--- config.mk ---
export PLATFORM = sky130hd
export DESIGN_NAME = inst_mem_loader
export DESIGN_NICKNAME = d
export VERILOG_FILES = /design/src/rtl/inst_mem_loader_pkg.sv /design/src/rtl/inst_mem_loader_byte_packer.sv /design/src/rtl/inst_mem_loader.sv
export SDC_FILE = /design/constraint.sdc
export NUM_CORES = 1
export LEC_CHECK = 0
export ABC_AREA = 0
export CORE_AREA = 10 10 87 89
export DETAILED_ROUTE_END_ITERATION = 8
export DIE_AREA = 0 0 97 99
export MAX_ROUTING_LAYER = met4
export PLACE_DENSITY = 0.9
export REMOVE_ABC_BUFFERS = 1
export SLEW_MARGIN = 20
export SYNTH_ARGS = -nofsm -noshare
export SYNTH_HDL_FRONTEND = slang
export SYNTH_HIERARCHICAL = 1
export SYNTH_SLANG_ARGS = --single-unit
--- constraint.sdc ---
create_clock -name clock -period 3.9 [get_ports clock]
set_input_delay 0.975 -clock clock [delete_from_list [all_inputs] [get_ports clock]]
set_output_delay 0.975 -clock clock [all_outputs]
set_load 0.05 [all_outputs]
--- src/rtl/inst_mem_loader_pkg.sv ---
// Shared types and constants for the instruction-memory loader.
// CHECK is only reachable when INST_MEM_LOADER_CHECKSUM_EN is defined.
package inst_mem_loader_pkg;

    localparam int unsigned MEM_DEPTH      = 2048;
    localparam int unsigned BYTES_PER_WORD = 4;
    localparam int unsigned CNT_W          = 12;

    typedef enum logic [2:0] {
        IDLE  = 3'd0,
        RECV  = 3'd1,
        WRITE = 3'd2,
        CHECK = 3'd3,
        DONE  = 3'd4
    } state_t;

    // Requested word count limited to the program-memory depth.
    function automatic logic [CNT_W-1:0] clamp_count(input logic [CNT_W-1:0] n);
        return (n > CNT_W'(MEM_DEPTH)) ? CNT_W'(MEM_DEPTH) : n;
    endfunction

endpackage

--- src/rtl/inst_mem_loader_byte_packer.sv ---
// Big-endian byte-to-word shift register with a 2-bit byte counter.
// full flags the shift that completes the current word.
module byte_packer
    import inst_mem_loader_pkg::*;
#(
    parameter int unsigned DATA_W = 32
) (
    input  logic              clock,
    input  logic              reset,
    input  logic              clear,
    input  logic              shift_en,
    input  logic [7:0]        byte_in,
    output logic [DATA_W-1:0] word,
    output logic              full
);

    logic [DATA_W-1:0] r_word;
    logic [1:0]        r_cnt;

    assign word = r_word;
    assign full = shift_en && (r_cnt == 2'(BYTES_PER_WORD - 1));

    always_ff @(posedge clock) begin
        if (reset) begin
            r_word <= '0;
            r_cnt  <= '0;
        end else if (clear) begin
            r_cnt  <= '0;
        end else if (shift_en) begin
            r_word <= {r_word[DATA_W-9:0], byte_in};
            r_cnt  <= r_cnt + 2'd1;
        end
    end

endmodule

--- src/rtl/inst_mem_loader.sv ---
// Streams bytes from a serial receiver into program memory, holding the CPU via busy.
// Optional trailing XOR checksum byte enabled by INST_MEM_LOADER_CHECKSUM_EN.
module inst_mem_loader
    import inst_mem_loader_pkg::*;
#(
    parameter int unsigned ADDR_W = 11,
    parameter int unsigned DATA_W = 32
) (
    input  logic              clock,
    input  logic              reset,
    input  logic              start,
    input  logic [11:0]       num_words,
    input  logic [7:0]        rx_data,
    input  logic              rx_valid,
    output logic              rx_ready,
    output logic              wr_en,
    output logic [ADDR_W-1:0] wr_addr,
    output logic [DATA_W-1:0] wr_data,
    output logic              busy,
    output logic              done,
    output logic              checksum_err
);

    state_t            r_state;
    logic [ADDR_W-1:0] r_idx;
    logic [CNT_W-1:0]  r_count;
    logic              r_wr_en;
    logic              r_busy;
    logic              r_done;
    logic              w_accept;
    logic              w_clear;
    logic              w_shift;
    logic              w_full;
    logic              w_last;
    logic [DATA_W-1:0] w_word;

    assign rx_ready = (r_state == RECV) || (r_state == CHECK);
    assign w_accept = rx_valid && rx_ready;
    assign w_shift  = w_accept && (r_state == RECV);
    assign w_clear  = ((r_state == IDLE) && start) || (r_state == WRITE);
    assign w_last   = (CNT_W'(r_idx) == (r_count - CNT_W'(1)));

    assign wr_en   = r_wr_en;
    assign wr_addr = r_idx;
    assign wr_data = w_word;
    assign busy    = r_busy;
    assign done    = r_done;

    byte_packer #(.DATA_W(DATA_W)) u_packer (
        .clock    (clock),
        .reset    (reset),
        .clear    (w_clear),
        .shift_en (w_shift),
        .byte_in  (rx_data),
        .word     (w_word),
        .full     (w_full)
    );

`ifdef INST_MEM_LOADER_CHECKSUM_EN
    logic [7:0] r_csum;
    logic       r_cerr;
    assign checksum_err = r_cerr;
`else
    assign checksum_err = 1'b0;
`endif

    // Loader FSM; strobes are single-cycle and cleared by default each cycle.
    always_ff @(posedge clock) begin
        if (reset) begin
            r_state <= IDLE;
            r_idx   <= '0;
            r_count <= '0;
            r_wr_en <= 1'b0;
            r_busy  <= 1'b0;
            r_done  <= 1'b0;
`ifdef INST_MEM_LOADER_CHECKSUM_EN
            r_csum  <= '0;
            r_cerr  <= 1'b0;
`endif
        end else begin
            r_wr_en <= 1'b0;
            r_done  <= 1'b0;
            case (r_state)
                IDLE: begin
                    if (start) begin
                        r_count <= clamp_count(num_words);
                        r_idx   <= '0;
                        r_busy  <= 1'b1;
`ifdef INST_MEM_LOADER_CHECKSUM_EN
                        r_csum  <= '0;
                        r_cerr  <= 1'b0;
`endif
                        if (num_words == '0) begin
                            r_state <= DONE;
                            r_done  <= 1'b1;
                        end else begin
                            r_state <= RECV;
                        end
                    end
                end
                RECV: begin
`ifdef INST_MEM_LOADER_CHECKSUM_EN
                    if (w_accept) r_csum <= r_csum ^ rx_data;
`endif
                    if (w_full) begin
                        r_state <= WRITE;
                        r_wr_en <= 1'b1;
                    end
                end
                WRITE: begin
                    if (w_last) begin
`ifdef INST_MEM_LOADER_CHECKSUM_EN
                        r_state <= CHECK;
`else
                        r_state <= DONE;
                        r_done  <= 1'b1;
`endif
                    end else begin
                        r_idx   <= r_idx + ADDR_W'(1);
                        r_state <= RECV;
                    end
                end
`ifdef INST_MEM_LOADER_CHECKSUM_EN
                CHECK: begin
                    if (w_accept) begin
                        r_cerr  <= (rx_data != r_csum);
                        r_state <= DONE;
                        r_done  <= 1'b1;
                    end
                end
`endif
                DONE: begin
                    r_state <= IDLE;
                    r_busy  <= 1'b0;
                end
                default: r_state <= IDLE;
            endcase
        end
    end

endmodule

==> flow_metrics.env, run 1 <==
export IMPL_diodes=0
export IMPL_p_int_uw=1180
export IMPL_hold_viol_final=0
export IMPL_cap_violations=0
export IMPL_synth_top_family_by_area="simple AND/OR/NAND/NOR gates"
export IMPL_worstReg2RegStart="r_count[2]$_SDFFE_PP0P_"
export IMPL_ys_async_sr_fraction=0
export IMPL_syn_area_um2=3070
export IMPL_num_rows=28
export IMPL_relSlewSlack=0.441
export IMPL_num_fill_cells=448
export IMPL_p_sw_uw=494
export IMPL_synth_top_cells_by_area="dfxtp_1, mux2i_1, nand2b_1"
export IMPL_path_class="flop to output port"
export IMPL_yosys_area_top_type_share=0.410
export IMPL_combPwrFrac=0.226
export IMPL_grt_usage=0.165
export IMPL_yosys_register_bits=63
export IMPL_required_ps=2920
export IMPL_first_iter_violations=175
export IMPL_setup_tns_ps=0
export IMPL_cts_tree="built"
export IMPL_synth_fa_ha_area_frac=0.0122
export IMPL_synth_flop_cell="dfxtp_1"
export IMPL_wl_per_cell_um=16.9
export IMPL_viasPerCell=5.77
export IMPL_power_density_nw_per_um2=422
export IMPL_cts_setup_buffers=0
export IMPL_drive_gt1_frac=0.0657
export IMPL_chipWidth_um=97
export IMPL_reg2reg_depth=7
export IMPL_seqPwrFrac=0.420
export IMPL_drv_slew=0
export IMPL_die_h_um=99
export IMPL_core_um2=5850
export IMPL_synthCells=330
export IMPL_numClockSinks=63
export IMPL_overflow=0
export IMPL_worstPathMaxFanout=9
export IMPL_period_share=0.742
export IMPL_worst_pin_slew_ps=836
export IMPL_synth_compound_area_frac=0.127
export IMPL_pin_count=72
export IMPL_grt_pass1_wl_um=13100
export IMPL_clkTransAtPathRegs_ps=70
export IMPL_initial_core_util=0.525
export IMPL_cts_htree_levels=3
export IMPL_antenna_found_initial=0
export IMPL_grt_start_max_net_pins=29
export IMPL_synthMuxAreaShare=0.0883
export IMPL_ys_seq_area_frac=0.410
export IMPL_end_kind="output port"
export IMPL_clk_insertion_delay_late_ps=340
export IMPL_area_delta_synth_final_pct=29.1
export IMPL_ir_drop_mv=0.251
export IMPL_netSwitchingFraction=0.295
export IMPL_hold_end="u_packer/word[27]$_SDFFE_PP0P_"
export IMPL_hp_class="flop to flop"
export IMPL_port_buffers=70
export IMPL_synth_xor_area_share=0.0313
export IMPL_leakagePower_uw=0.00142
export IMPL_setup_viol=0
export IMPL_synth_warnings=6
export IMPL_p_clk_frac=0.354
export IMPL_synth_cell_types=51
export IMPL_startpoint_type="flop"
export IMPL_post_dp_hpwl_um=5690
export IMPL_ctsHoldBuffers=0
export IMPL_rrSetupSlack_ps=1250
export IMPL_holdWs_ps=473
export IMPL_first_global_vias=2718
export IMPL_clockBufferDepth=2
export IMPL_drt_wl_total_um=7960
export IMPL_final_min_clock_period_ps=2890
export IMPL_cts_resized=0
export IMPL_crit_arrival_ps=1920
export IMPL_synth_largest_area_cell="dfxtp_1"
export IMPL_ant_nets=0
export IMPL_cts_made_buffers=9
export IMPL_clock_fmax_mhz=346
export IMPL_cts_root_buffer="clkbuf_8"
export IMPL_timing_rr_end="wr_addr[3]$_SDFFE_PP0P_"
export IMPL_status="finished clean"
export IMPL_hold_depth=2
export IMPL_num_vias=2717
export IMPL_avgSynthCellArea_um2=9.32
export IMPL_hp_start="u_packer/word[27]$_SDFFE_PP0P_"
export IMPL_finalNetCount=418
export IMPL_synth_simple_area_share=0.280
export IMPL_drt_pass1_iterations=4
export IMPL_grt_setup_unrepaired="false"
export IMPL_place_gp_congestion=0.863
export IMPL_drc=0
export IMPL_dieArea_um2=9600
export IMPL_fin_skew_ps=5.21
export IMPL_synth_edf_count=0
-- stage by stage --
| step | util | std cells | setup WS [ps] | area, um^2 | power, uW |
|---|---|---|---|---|---|
| after floorplan | - | 307 | 1050 | 2940 | 974 |
| after global placement | 0.642 | 455 | 1050 | 3760 | 1080 |
| after detailed placement | 0.642 | 455 | 935 | 3760 | 1090 |
| after CTS | 0.678 | 471 | 1010 | 3970 | 1680 |
| after global routing | 0.678 | 471 | 903 | 3970 | 1740 |
| final | 0.678 | 471 | 1010 | 3970 | 1670 |
-- flip-flops by register name, indices dropped and copies added, names as in the netlist --
name            count
wr_en               1
done                1
u_packer/word      32
r_count            12
wr_addr            11
busy                1
r_state             3
u_packer/r_cnt      2
-- power by group through the flow --
stage	Sequential, uW	Clock, uW	Combinational (uW)
global route	707	629	407
finish	702	593	379
global placement	715	0	364
CTS	702	602	378
detailed placement	716	0	373
floorplan	747	0	227
-- cell type report --
class	count	area [um^2]	area share
Clock inverter	3	40.0	0.0101
Tap cell	75	93.8	0.0237
Clock buffer	13	169	0.0426
Inverter	5	18.8	0.00473
Sequential cell	63	1260	0.318
Multi-Input combinational cell	239	1660	0.419
Timing Repair Buffer	73	723	0.182
-- per-layer routing --
| layer | vias up | wire (um) | GRT usage |
|---|---|---|---|
| met3 | 12 | 443 | 0.0482 |
| met1 | 1305 | 3650 | 0.194 |
| met5 | - | 0 | - |
| li1 | 1332 | - | - |
| met4 | 0 | 133 | 0.0715 |
| met2 | 68 | 3740 | 0.258 |
-- critical path: stages (launching register included) --
cell             delay, ps
dfxtp_1                460
nor2b_1                260
clkdlybuf4s50_1        850
-- synthesized netlist by cell type (2+ instances only) --
cell type,number
mux2i_1,26
nand4_1,3
nand4bb_1,8
a21oi_1,18
buf_2,4
nor2_1,10
ha_1,3
nand3b_1,2
xnor2_1,6
o21ai_1,8
nor2b_1,2
nor4_1,7
a211oi_1,3
nand2_1,10
o211ai_1,2
a22o_1,7
and2_1,6
nand2b_1,36
or3_1,4
and3_1,5
dfxtp_1,63
o21ai_0,7
nor3b_1,2
xor2_1,5
buf_6,5
inv_1,5
o31ai_1,8
nor3_1,9
or4_1,8
nand3_1,15
clkbuf_1,13
-- how the worst max path moves through the flow --
stage	slack (ps)	start	endpoint	cells after the start
after floorplan	1050	r_state[0]$_SDFFE_PP0P_	u_packer/word[10]$_SDFFE_PP0P_	4
after global routing	900	r_state[0]$_SDFFE_PP0P_	rx_ready	2
after detailed placement	940	start	u_packer/word[21]$_SDFFE_PP0P_	5
after global placement	1050	start	u_packer/word[21]$_SDFFE_PP0P_	5
after CTS	1010	r_state[0]$_SDFFE_PP0P_	rx_ready	2
final	1010	r_state[0]$_SDFFE_PP0P_	rx_ready	2
-- cells by family after synthesis --
family,Yosys count
adders and majority gates,3
other,1
buffers and inverters,28
xor gates and xnor gates,11
DFF,63
muxes,27
AOI/OAI and AO/OA,61
and+or+nand+nor,136
-- layout by cell type, fill, tap and decap left out, types with 2 or more instances in the layout --
| cell | synthesis | layout |
|---|---|---|
| a211oi_1 | 3 | 3 |
| a21oi_1 | 18 | 18 |
| a22o_1 | 7 | 7 |
| and2_1 | 6 | 6 |
| and3_1 | 5 | 5 |
| buf_4 | 1 | 3 |
| clkbuf_8 | 0 | 12 |
| clkdlybuf4s50_1 | 0 | 70 |
| clkinv_2 | 0 | 2 |
| dfxtp_1 | 63 | 63 |
| ha_1 | 3 | 3 |
| inv_1 | 5 | 5 |
| mux2i_1 | 26 | 26 |
| nand2_1 | 10 | 10 |
| nand2b_1 | 36 | 36 |
| nand3_1 | 15 | 15 |
| nand3b_1 | 2 | 2 |
| nand4_1 | 3 | 3 |
| nand4bb_1 | 8 | 8 |
| nor2_1 | 10 | 10 |
| nor2b_1 | 2 | 2 |
| nor3_1 | 9 | 9 |
| nor3b_1 | 2 | 2 |
| nor4_1 | 7 | 7 |
| o211ai_1 | 2 | 2 |
| o21ai_0 | 7 | 7 |
| o21ai_1 | 8 | 8 |
| o31ai_1 | 8 | 8 |
| or3_1 | 4 | 4 |
| or4_1 | 8 | 8 |
| xnor2_1 | 6 | 6 |
| xor2_1 | 5 | 5 |
No activity file was read; power rests on OpenSTA's default activity.
==> run 2: changes to the inputs <==
CORE_AREA = 10 10 94 96   (was 10 10 87 89)
DIE_AREA = 0 0 104 106   (was 0 0 97 99)
PLACE_DENSITY = 0.81   (was 0.9)
clock period = 2.3 ns   (was 3.9 ns; I/O delays follow)
==> run 2 against run 1 <==
The run now ends with negative setup slack left. Sequential share of layout area decreased by 3.5 points. Critical path depth increased by 7. Cell area rose by 13%. Global-route usage increased by 0.20 points. Sequential power up 70%. Clock skew increased by 1.7 ps. Clock-buffer cell count decreased by 4. Die area up 15%. Register-to-register slack worse by 1400 ps. Largest cell class unchanged.
==> flow_metrics.env, run 2 (synthesis results as in run 1) <==
export IMPL_status="finished, violations left"
export IMPL_violations="negative setup slack"
export IMPL_crit_arrival_ps=2710
export IMPL_p_sw_uw=1020
export IMPL_first_global_vias=3040
export IMPL_drc=0
export IMPL_p_clk_frac=0.325
export IMPL_clock_fmax_mhz=409
export IMPL_die_h_um=106
export IMPL_crit_path_top_delay_cell="or4_4"
export IMPL_worstPathMaxFanout=5
export IMPL_regArea_um2=1270
export IMPL_setup_tns_ps=-1480
export IMPL_relSlewSlack=0.602
export IMPL_post_dp_hpwl_um=6280
export IMPL_hold_depth=2
export IMPL_setup_viol=14
export IMPL_startpoint_type="flop"
export IMPL_clkTransAtPathRegs_ps=80
export IMPL_placed_cell_area_um2=4020
export IMPL_hp_class="flop to flop"
export IMPL_p_int_uw=2080
export IMPL_dieArea_um2=11000
export IMPL_cts_root_buffer="clkbuf_8"
export IMPL_port_buffers=70
export IMPL_numClockSinks=63
export IMPL_cts_made_buffers=9
export IMPL_period_share=1.06
export IMPL_core_um2=7060
export IMPL_grt_pass1_wl_um=15000
export IMPL_num_vias=2975
export IMPL_drv_slew=0
export IMPL_num_fill_cells=580
export IMPL_wl_per_cell_um=17.6
export IMPL_end_kind="flop"
export IMPL_viasPerCell=5.57
export IMPL_seqPwrFrac=0.384
export IMPL_required_ps=2570
export IMPL_cts_tree="built"
export IMPL_ctsHoldBuffers=0
export IMPL_initial_core_util=0.435
export IMPL_first_iter_violations=211
export IMPL_path_class="flop to flop"
export IMPL_grt_usage=0.167
export IMPL_clk_insertion_delay_late_ps=350
export IMPL_final_min_clock_period_ps=2450
export IMPL_diodes=0
export IMPL_multi_input_comb_area_um2=1850
export IMPL_cap_violations=0
export IMPL_finalNetCount=457
export IMPL_num_rows=31
export IMPL_power_density_nw_per_um2=692
export IMPL_drt_wl_total_um=9430
export IMPL_fin_skew_ps=6.87
export IMPL_final_cell_area_um2=4480
export IMPL_worst_pin_slew_ps=594
export IMPL_critical_path_buf_inv_count=2
export IMPL_cp_num_cells=9
export IMPL_ant_nets=0
export IMPL_grt_setup_unrepaired="true"
export IMPL_area_delta_synth_final_pct=45.7
export IMPL_drt_pass1_iterations=5
export IMPL_crit_top_cell="buf_4"
export IMPL_crit_chain="or4_4 -> nor4b_4 -> buf_4 -> o21bai_4 -> a21oi_4 -> buf_4 -> and4_4 -> o31ai_1 -> a21oi_1"
export IMPL_place_gp_congestion=0.950
export IMPL_chipWidth_um=104
export IMPL_slowest_delay_ps=570
export IMPL_ir_drop_mv=0.455
export IMPL_finalWorstSetupSlack_ps=-145
export IMPL_cts_htree_levels=3
export IMPL_pin_count=72
export IMPL_drive_gt1_frac=0.211
export IMPL_overflow=0
export IMPL_grt_start_max_net_pins=22
export IMPL_mostFrequentLayoutCells="clkdlybuf4s50_1, dfxtp_1, buf_4"
export IMPL_largest_register_ffs=32
export IMPL_netSwitchingFraction=0.330
export IMPL_layout_commonest_cell="clkdlybuf4s50_1"
export IMPL_combPwrFrac=0.292
export IMPL_p_total_uw=3100
export IMPL_crit_family="simple AND/OR/NAND/NOR gates"
export IMPL_leakagePower_uw=0.00170
export IMPL_final_core_utilization=0.634
export IMPL_antenna_found_initial=0
export IMPL_clockBufferDepth=2
export IMPL_hold_viol_final=0
export IMPL_reg2reg_depth=9
-- run 2: worst min-delay path: stages, from the launching register on --
cell     delay, ps
dfxtp_1        330
nand2_1         60
a21oi_1         50
-- run 2: worst paths after layout --
check / start / to / slack [ps]
min reg2reg: r_count[11]$_SDFFE_PP0P_ / r_count[11]$_SDFFE_PP0P_ / 480
max reg2reg: r_count[4]$_SDFFE_PP0P_ / wr_addr[3]$_SDFFE_PP0P_ / -150
max: r_count[4]$_SDFFE_PP0P_ / wr_addr[3]$_SDFFE_PP0P_ / -150
min: r_count[11]$_SDFFE_PP0P_ / r_count[11]$_SDFFE_PP0P_ / 480
-- run 2: cell type report --
type,count,share of cell area
clock buffer,9,0.0277
clock inverter,7,0.0179
timing repair buffer,109,0.226
multi-input combinational,242,0.413
inverter,5,0.00419
tap,99,0.0277
sequential,63,0.283
-- run 2: per-stage QoR --
step,cells,hold WS (ps),worst slack (ps)
after floorplan,307,443,-551
after global placement,508,458,-82.9
after detailed placement,508,465,-134
after CTS,532,476,-13.5
after global routing,534,514,-219
final,534,476,-145
-- run 2: what timing repair did --
action                     in CTS  in global routing
gates resized for setup        29                 14
setup endpoints to repair      14                 16
gates cloned                    3                  0
pin swaps                      27                 14
buffers inserted                5                  2
-- run 2: metal layers --
| metal | GRT usage | wire [um] | up-vias |
|---|---|---|---|
| met4 | 0.0577 | 194 | 0 |
| met5 | - | 0 | - |
| met3 | 0.0568 | 636 | 25 |
| li1 | - | - | 1417 |
| met2 | 0.279 | 4660 | 124 |
| met1 | 0.184 | 3930 | 1409 |
-- run 2: power by group through the flow --
stage	logic, uW	registers (uW)	clock network (uW)
2_1_floorplan	384	1270	0
3_3_place_gp	721	1210	0
3_5_place_dp	737	1210	0
4_1_cts	846	1190	1010
5_1_grt	963	1190	1070
6_report	903	1190	1010
